`src/rtl/if_branch_redirect_if.sv`:
```
// Instruction-memory request handshake between the fetch PC owner and memory.
// The fetch side is the master; the memory answers with addr_ok.
interface if_branch_redirect_if;
    logic        inst_req_o;
    logic [31:0] inst_addr_o;
    logic        inst_addr_ok_i;
    logic        inst_kill_o;

    modport master (
        output inst_req_o,
        output inst_addr_o,
        output inst_kill_o,
        input  inst_addr_ok_i
    );

    modport slave (
        input  inst_req_o,
        input  inst_addr_o,
        input  inst_kill_o,
        output inst_addr_ok_i
    );
endinterface

```
`src/rtl/if_branch_redirect.sv`:
```
// Fetch PC owner: applies taken branches after the delay slot, kills wrong-path fetches.
// Optional statistics counters are enabled with IF_REDIRECT_STATS_EN.
module if_branch_redirect #(
    parameter logic [31:0] RESET_PC = 32'hBFC00000
`ifdef IF_REDIRECT_STATS_EN
    ,
    parameter int CNT_W = 32
`endif
) (
    input  logic                clk,
    input  logic                resetn,
    input  logic                stall_i,
    if_branch_redirect_if.master imem,
    input  logic                br_valid_i,
    input  logic                br_taken_i,
    input  logic [31:0]         br_target_i,
    input  logic [31:0]         id_pc_i,
    input  logic                excp_valid_i,
    input  logic [31:0]         excp_target_i
`ifdef IF_REDIRECT_STATS_EN
    ,
    output logic [CNT_W-1:0]    redirect_cnt_o,
    output logic [CNT_W-1:0]    kill_cnt_o
`endif
);
    typedef enum logic [1:0] {SEQ, WAIT_DS, REDIR} state_t;

    state_t      state;
    logic [31:0] fetch_pc;
    logic [31:0] pend_tgt;
    logic [31:0] last_acc;
    logic        acc_any;
    logic        resetn_q;

    logic        req;
    logic        accept;
    logic        br_evt;
    logic [31:0] ds_addr;
    logic        ds_done;
    logic        ds_now;
    logic [31:0] pc_inc;
    logic        kill;

    assign req     = resetn_q & ~stall_i & ~excp_valid_i;
    assign accept  = req & imem.inst_addr_ok_i;
    assign br_evt  = br_valid_i & br_taken_i & ~stall_i & (state == SEQ);
    assign ds_addr = id_pc_i + 32'd4;
    assign ds_done = acc_any & (last_acc == ds_addr);
    assign ds_now  = accept & (fetch_pc == ds_addr);
    assign pc_inc  = fetch_pc + 32'd4;

    // A kill only ever marks a request the memory is accepting right now.
    assign kill = accept & ((state == REDIR) | (br_evt & ds_done));

    assign imem.inst_req_o  = req;
    assign imem.inst_addr_o = fetch_pc;
    assign imem.inst_kill_o = kill;

    always_ff @(posedge clk) begin
        if (!resetn) begin
            state    <= SEQ;
            fetch_pc <= RESET_PC;
            pend_tgt <= '0;
            last_acc <= '0;
            acc_any  <= 1'b0;
            resetn_q <= 1'b0;
        end else begin
            resetn_q <= 1'b1;
            if (accept) begin
                last_acc <= fetch_pc;
                acc_any  <= 1'b1;
            end
            if (excp_valid_i) begin
                fetch_pc <= excp_target_i;
                state    <= SEQ;
            end else begin
                unique case (state)
                    SEQ: begin
                        if (br_evt && !ds_done) begin
                            if (ds_now) begin
                                fetch_pc <= br_target_i;
                            end else begin
                                pend_tgt <= br_target_i;
                                state    <= WAIT_DS;
                                if (accept) fetch_pc <= pc_inc;
                            end
                        end else if (br_evt) begin
                            if (accept || !req) begin
                                fetch_pc <= br_target_i;
                            end else begin
                                pend_tgt <= br_target_i;
                                state    <= REDIR;
                            end
                        end else if (accept) begin
                            fetch_pc <= pc_inc;
                        end
                    end
                    WAIT_DS: begin
                        if (accept) begin
                            fetch_pc <= pend_tgt;
                            state    <= SEQ;
                        end
                    end
                    REDIR: begin
                        // Held wrong-path address: leave on accept or idle cycle.
                        if (accept || !req) begin
                            fetch_pc <= pend_tgt;
                            state    <= SEQ;
                        end
                    end
                    default: state <= SEQ;
                endcase
            end
        end
    end

`ifdef IF_REDIRECT_STATS_EN
    logic load_tgt;

    always_comb begin
        load_tgt = 1'b0;
        if (!excp_valid_i) begin
            unique case (state)
                SEQ:     load_tgt = br_evt &
                                    (ds_done ? (accept | ~req) : ds_now);
                WAIT_DS: load_tgt = accept;
                REDIR:   load_tgt = accept | ~req;
                default: load_tgt = 1'b0;
            endcase
        end
    end

    always_ff @(posedge clk) begin
        if (!resetn) begin
            redirect_cnt_o <= '0;
            kill_cnt_o     <= '0;
        end else begin
            if (load_tgt && redirect_cnt_o != '1)
                redirect_cnt_o <= redirect_cnt_o + 1'b1;
            if (kill && kill_cnt_o != '1)
                kill_cnt_o <= kill_cnt_o + 1'b1;
        end
    end
`endif
endmodule
```
`src/flat_wrapper.sv`:
```
// flat-port wrapper written by rule: the top's interface ports become plain ports
module if_branch_redirect_flat 
#(
    parameter logic [31:0] RESET_PC = 32'hBFC00000

)
  (clk, resetn, stall_i, br_valid_i, br_taken_i, br_target_i, id_pc_i, excp_valid_i, excp_target_i, imem_inst_req_o, imem_inst_addr_o, imem_inst_kill_o, imem_inst_addr_ok_i);
  if_branch_redirect_if imem_i ();
  input  logic clk;
  input  logic resetn;
  input  logic stall_i;
  input  logic br_valid_i;
  input  logic br_taken_i;
  input  logic [31:0] br_target_i;
  input  logic [31:0] id_pc_i;
  input  logic excp_valid_i;
  input  logic [31:0] excp_target_i;
  output wire logic [$bits(imem_i.inst_req_o)-1:0] imem_inst_req_o;
  output wire logic [$bits(imem_i.inst_addr_o)-1:0] imem_inst_addr_o;
  output wire logic [$bits(imem_i.inst_kill_o)-1:0] imem_inst_kill_o;
  input wire logic [$bits(imem_i.inst_addr_ok_i)-1:0] imem_inst_addr_ok_i;
  assign imem_inst_req_o = imem_i.inst_req_o;
  assign imem_inst_addr_o = imem_i.inst_addr_o;
  assign imem_inst_kill_o = imem_i.inst_kill_o;
  assign imem_i.inst_addr_ok_i = imem_inst_addr_ok_i;
  if_branch_redirect #(.RESET_PC(RESET_PC)) u_core (.clk(clk), .resetn(resetn), .stall_i(stall_i), .imem(imem_i), .br_valid_i(br_valid_i), .br_taken_i(br_taken_i), .br_target_i(br_target_i), .id_pc_i(id_pc_i), .excp_valid_i(excp_valid_i), .excp_target_i(excp_target_i));
endmodule
```
`config.mk`:
```
export PLATFORM = sky130hd
export DESIGN_NAME = if_branch_redirect_flat
export DESIGN_NICKNAME = d
export VERILOG_FILES = /design/src/rtl/if_branch_redirect_if.sv /design/src/rtl/if_branch_redirect.sv /design/src/flat_wrapper.sv
export SDC_FILE = /design/constraint.sdc
export NUM_CORES = 1
export LEC_CHECK = 0
export ABC_AREA = 1
export BUFFER_PORTS_ARGS = -buffer_cell sky130_fd_sc_hd__buf_4
export CORE_MARGIN = 2
export CORE_UTILIZATION = 55
export CTS_CLUSTER_DIAMETER = 80
export DETAILED_ROUTE_END_ITERATION = 12
export PLACE_DENSITY_LB_ADDON = 0.08
export SLEW_MARGIN = 20
export SYNTH_ARGS = -nofsm -noshare
export SYNTH_HDL_FRONTEND = slang
export SYNTH_SLANG_ARGS = --single-unit
```
`constraint.sdc`:
```
create_clock -name clk -period 2.75 [get_ports clk]
set_clock_uncertainty 0.1 [all_clocks]
set_input_delay 0.1375 -clock clk [delete_from_list [all_inputs] [get_ports clk]]
set_output_delay 0.1375 -clock clk [all_outputs]
set_load 0.1 [all_outputs]
```
==> results.toml <==
[floorplanning]
dieHeight_um = 125
io_pins = 137
num_rows = 44
dieWidth_um = 125
die_area_mm2 = 0.0157
coreArea_mm2 = 0.0144
initial_core_util = 0.561

[pwr]
power_per_cell_area_mw_per_mm2 = 403
ir_drop_mv = 0.319
leakage_nw = 5.39

[cells_and_area]
layout-drive-gt1-share = 0.215
antenna_cells = 0
area_growth_pct = 37.9
final_cell_mix = "397 x nand2_1, 260 x buf_4, 242 x nor2_1"
post-route-util = 0.773
fin_nets = 1835
stdcell_area_mm2 = 0.0112
layout_commonest_cell = "nand2_1"
stdcell_count = 1916

[sta]
post-route-period-util = 0.978
grt_setup_unrepaired = "yes"
fmax_mhz = 372
hold-worst-slack_ps = 28.8
slew_viol_final = 0
setup_slack_ps = 61.6
min_period_ps = 2690
finalHoldViolations = 0
tightest_slew_ps = 680
setup_viol = 0
slew_headroom = 0.546

[setup_path]
crit_start = "u_core.resetn_q$_DFF_P_"
cp-start-kind = "register"
cp-endpoint = "u_core.pend_tgt[23]$_SDFFE_PN0P_"
reg2reg_depth = 17
cp_max_fo = 31
ff2ff_setup_slack_ps = 60
worstSetupPathType = "reg -> reg"
worstReg2RegEnd = "u_core.pend_tgt[23]$_SDFFE_PN0P_"
critical_path_required_ps = 2900
r2r-start = "u_core.resetn_q$_DFF_P_"
critPathCaptureType = "register"
arrival_ps = 2840

[clocking]
insertion_delay_ps = 360
cts_sinks = 100
cts_max_level = 3
root_buffer = "clkbuf_16"
cts_tree = "built"
cts_buffers = 9
clkTransAtPathRegs_ps = 70
clock_path_buffers = 2

[synthesis]
synthFlopType = "dfxtp_1"
ys_seq_area_frac = 0.248
avgSynthCellArea_um2 = 5.55
synth-seq-cells = 100
synth_fa_ha_area_frac = 0.00774
synth-xor-area-share = 0.0374
yosysTopAreaCellShare = 0.248
synth_cell_types = 35
synth_area_leader_cell = "dfxtp_1"
muxShareOfSynthArea = 0
synth_compound_area_frac = 0.126
yosys_warnings = 0
synth_cells = 1458
synthSimpleGateAreaFrac = 0.485
syn_nets = 1566
synth_top_family_by_area = "simple AND/OR/NAND/NOR gates"
syn_area_mm2 = 0.00809
synth-edff-count = 0
async_reset_ff_frac = 0
synthTopCellsByArea = "dfxtp_1 25%, nand2_1 19%, nor2_1 12%"

[route]
firstDrtPassIters = 8
postRouteWirelength_um = 30700
avgViaCountPerCell = 5.56
final_antenna_net_count = 0
vias = 10700
wl_per_cell_um = 16.0
drc_errors = 0
drt_iter0_markers = 1175

[grt]
grt_antenna_before_repair = 0
grt.overflow.total = 0
grt_pass1_wl_um = 47200
grt_pass1_vias = 9767
track_usage = 0.371
grt_max_degree = 45

[placement]
placed_cell_area_mm2 = 0.0101
place_ws_ps = -231
port_buffers = 136
placed_cells_incl_taps = 1853
place_congestion = 0.948
dp_hpwl_um = 22800

[hold_path]
min_path_type = "in -> reg"

[flow_run]
maxCapViolations = 0

[run_status]
status = "completed"
## layer usage
| layer | global-route usage | wire [µm] | vias to the layer above |
|---|---|---|---|
| li1 | - | - | 5224 |
| met1 | 0.508 | 13000 | 4759 |
| met2 | 0.582 | 13700 | 588 |
| met3 | 0.0599 | 2960 | 81 |
| met4 | 0.154 | 1120 | 0 |
| met5 | 0 | 0 | - |
## sequential cells by signal, indices dropped and copies added, names as in the netlist
register,count
u_core.acc_any,1
u_core.last_acc,32
u_core.imem.inst_addr_o,32
u_core.resetn_q,1
u_core.pend_tgt,32
u_core.state,2
## critical path, stage by stage (launching register included)
cell and delay, ps:
dfxtp_2 350, nand2_4 90, nor2_4 240, buf_4 150
inv_1 50, nor2_1 160, nand2_1 90, nor2_1 190
nand2_1 70, nor2_1 90, nand3_1 100, nor2_2 200
nand2_1 100, nand3_2 120, clkinv_2 110, buf_12 180
nor2_1 110, nor2_1 70
## worst min path at each step
stage | end | start | cells after the start | slack [ps]
floorplan | u_core.resetn_q$_DFF_P_ | resetn | 0 | 70
finish | u_core.imem.inst_addr_o[31]$_SDFFE_PN1P_ | excp_target_i[31] | 5 | 30
global placement | u_core.pend_tgt[3]$_SDFFE_PN0P_ | br_target_i[3] | 3 | 290
detailed placement | u_core.pend_tgt[16]$_SDFFE_PN0P_ | br_target_i[16] | 3 | 290
global route | u_core.resetn_q$_DFF_P_ | resetn | 1 | 40
CTS | u_core.imem.inst_addr_o[31]$_SDFFE_PN1P_ | excp_target_i[31] | 5 | 10
## area by class of cell
type	count	area [µm²]
clock buffers	11	233
clock inverters	5	108
fillers	1187	3270
inverters	149	561
multi-input cells	1164	5520
flip-flops and latches	100	2020
well taps	184	230
repair buffers	303	2480
## report_power, final
group          total [mW]  switching (mW)  internal (mW)
Clock                1.51           0.613          0.899
Sequential           1.60          0.0795           1.52
Combinational        1.38           0.890          0.486
Total                4.49            1.58           2.91
## Yosys cell counts (5+ instances only)
master and number:
nor3_1 15, buf_2 11, ha_1 5, nand3_1 187, clkbuf_1 30, nand2_1 409
nand3b_1 5, inv_2 5, nor2_2 9, xor2_1 32, inv_1 142, dfxtp_1 100
nor2_4 7, o21ai_0 90, nor2_1 257, nand4_1 18, a21oi_1 74, nand2_2 5
o21ai_1 33
## what timing repair did
item	in CTS	in global routing
pin swaps	0	17
buffers inserted	0	11
setup endpoints to repair	2	66
gates resized for setup	7	50
hold endpoints to repair	33	0
cloned	0	3
hold buffers	33	0
## per-stage QoR
step | setup TNS, ps | power (mW)
floorplan | -161 | 2.41
finish | 0 | 4.49
CTS | 0 | 4.43
detailed placement | -11830 | 2.90
global placement | -7650 | 2.89
global route | -263 | 4.66
## cells by family after synthesis
| family | Yosys count |
|---|---|
| buffers and inverters | 195 |
| adder cells (fa/ha/maj) | 5 |
| XOR/XNOR | 33 |
| AO/OA/AOI/OAI | 201 |
| AND/OR/NAND/NOR | 924 |
| flip-flops | 100 |
Note: power is estimated with default switching activity, not from simulation.
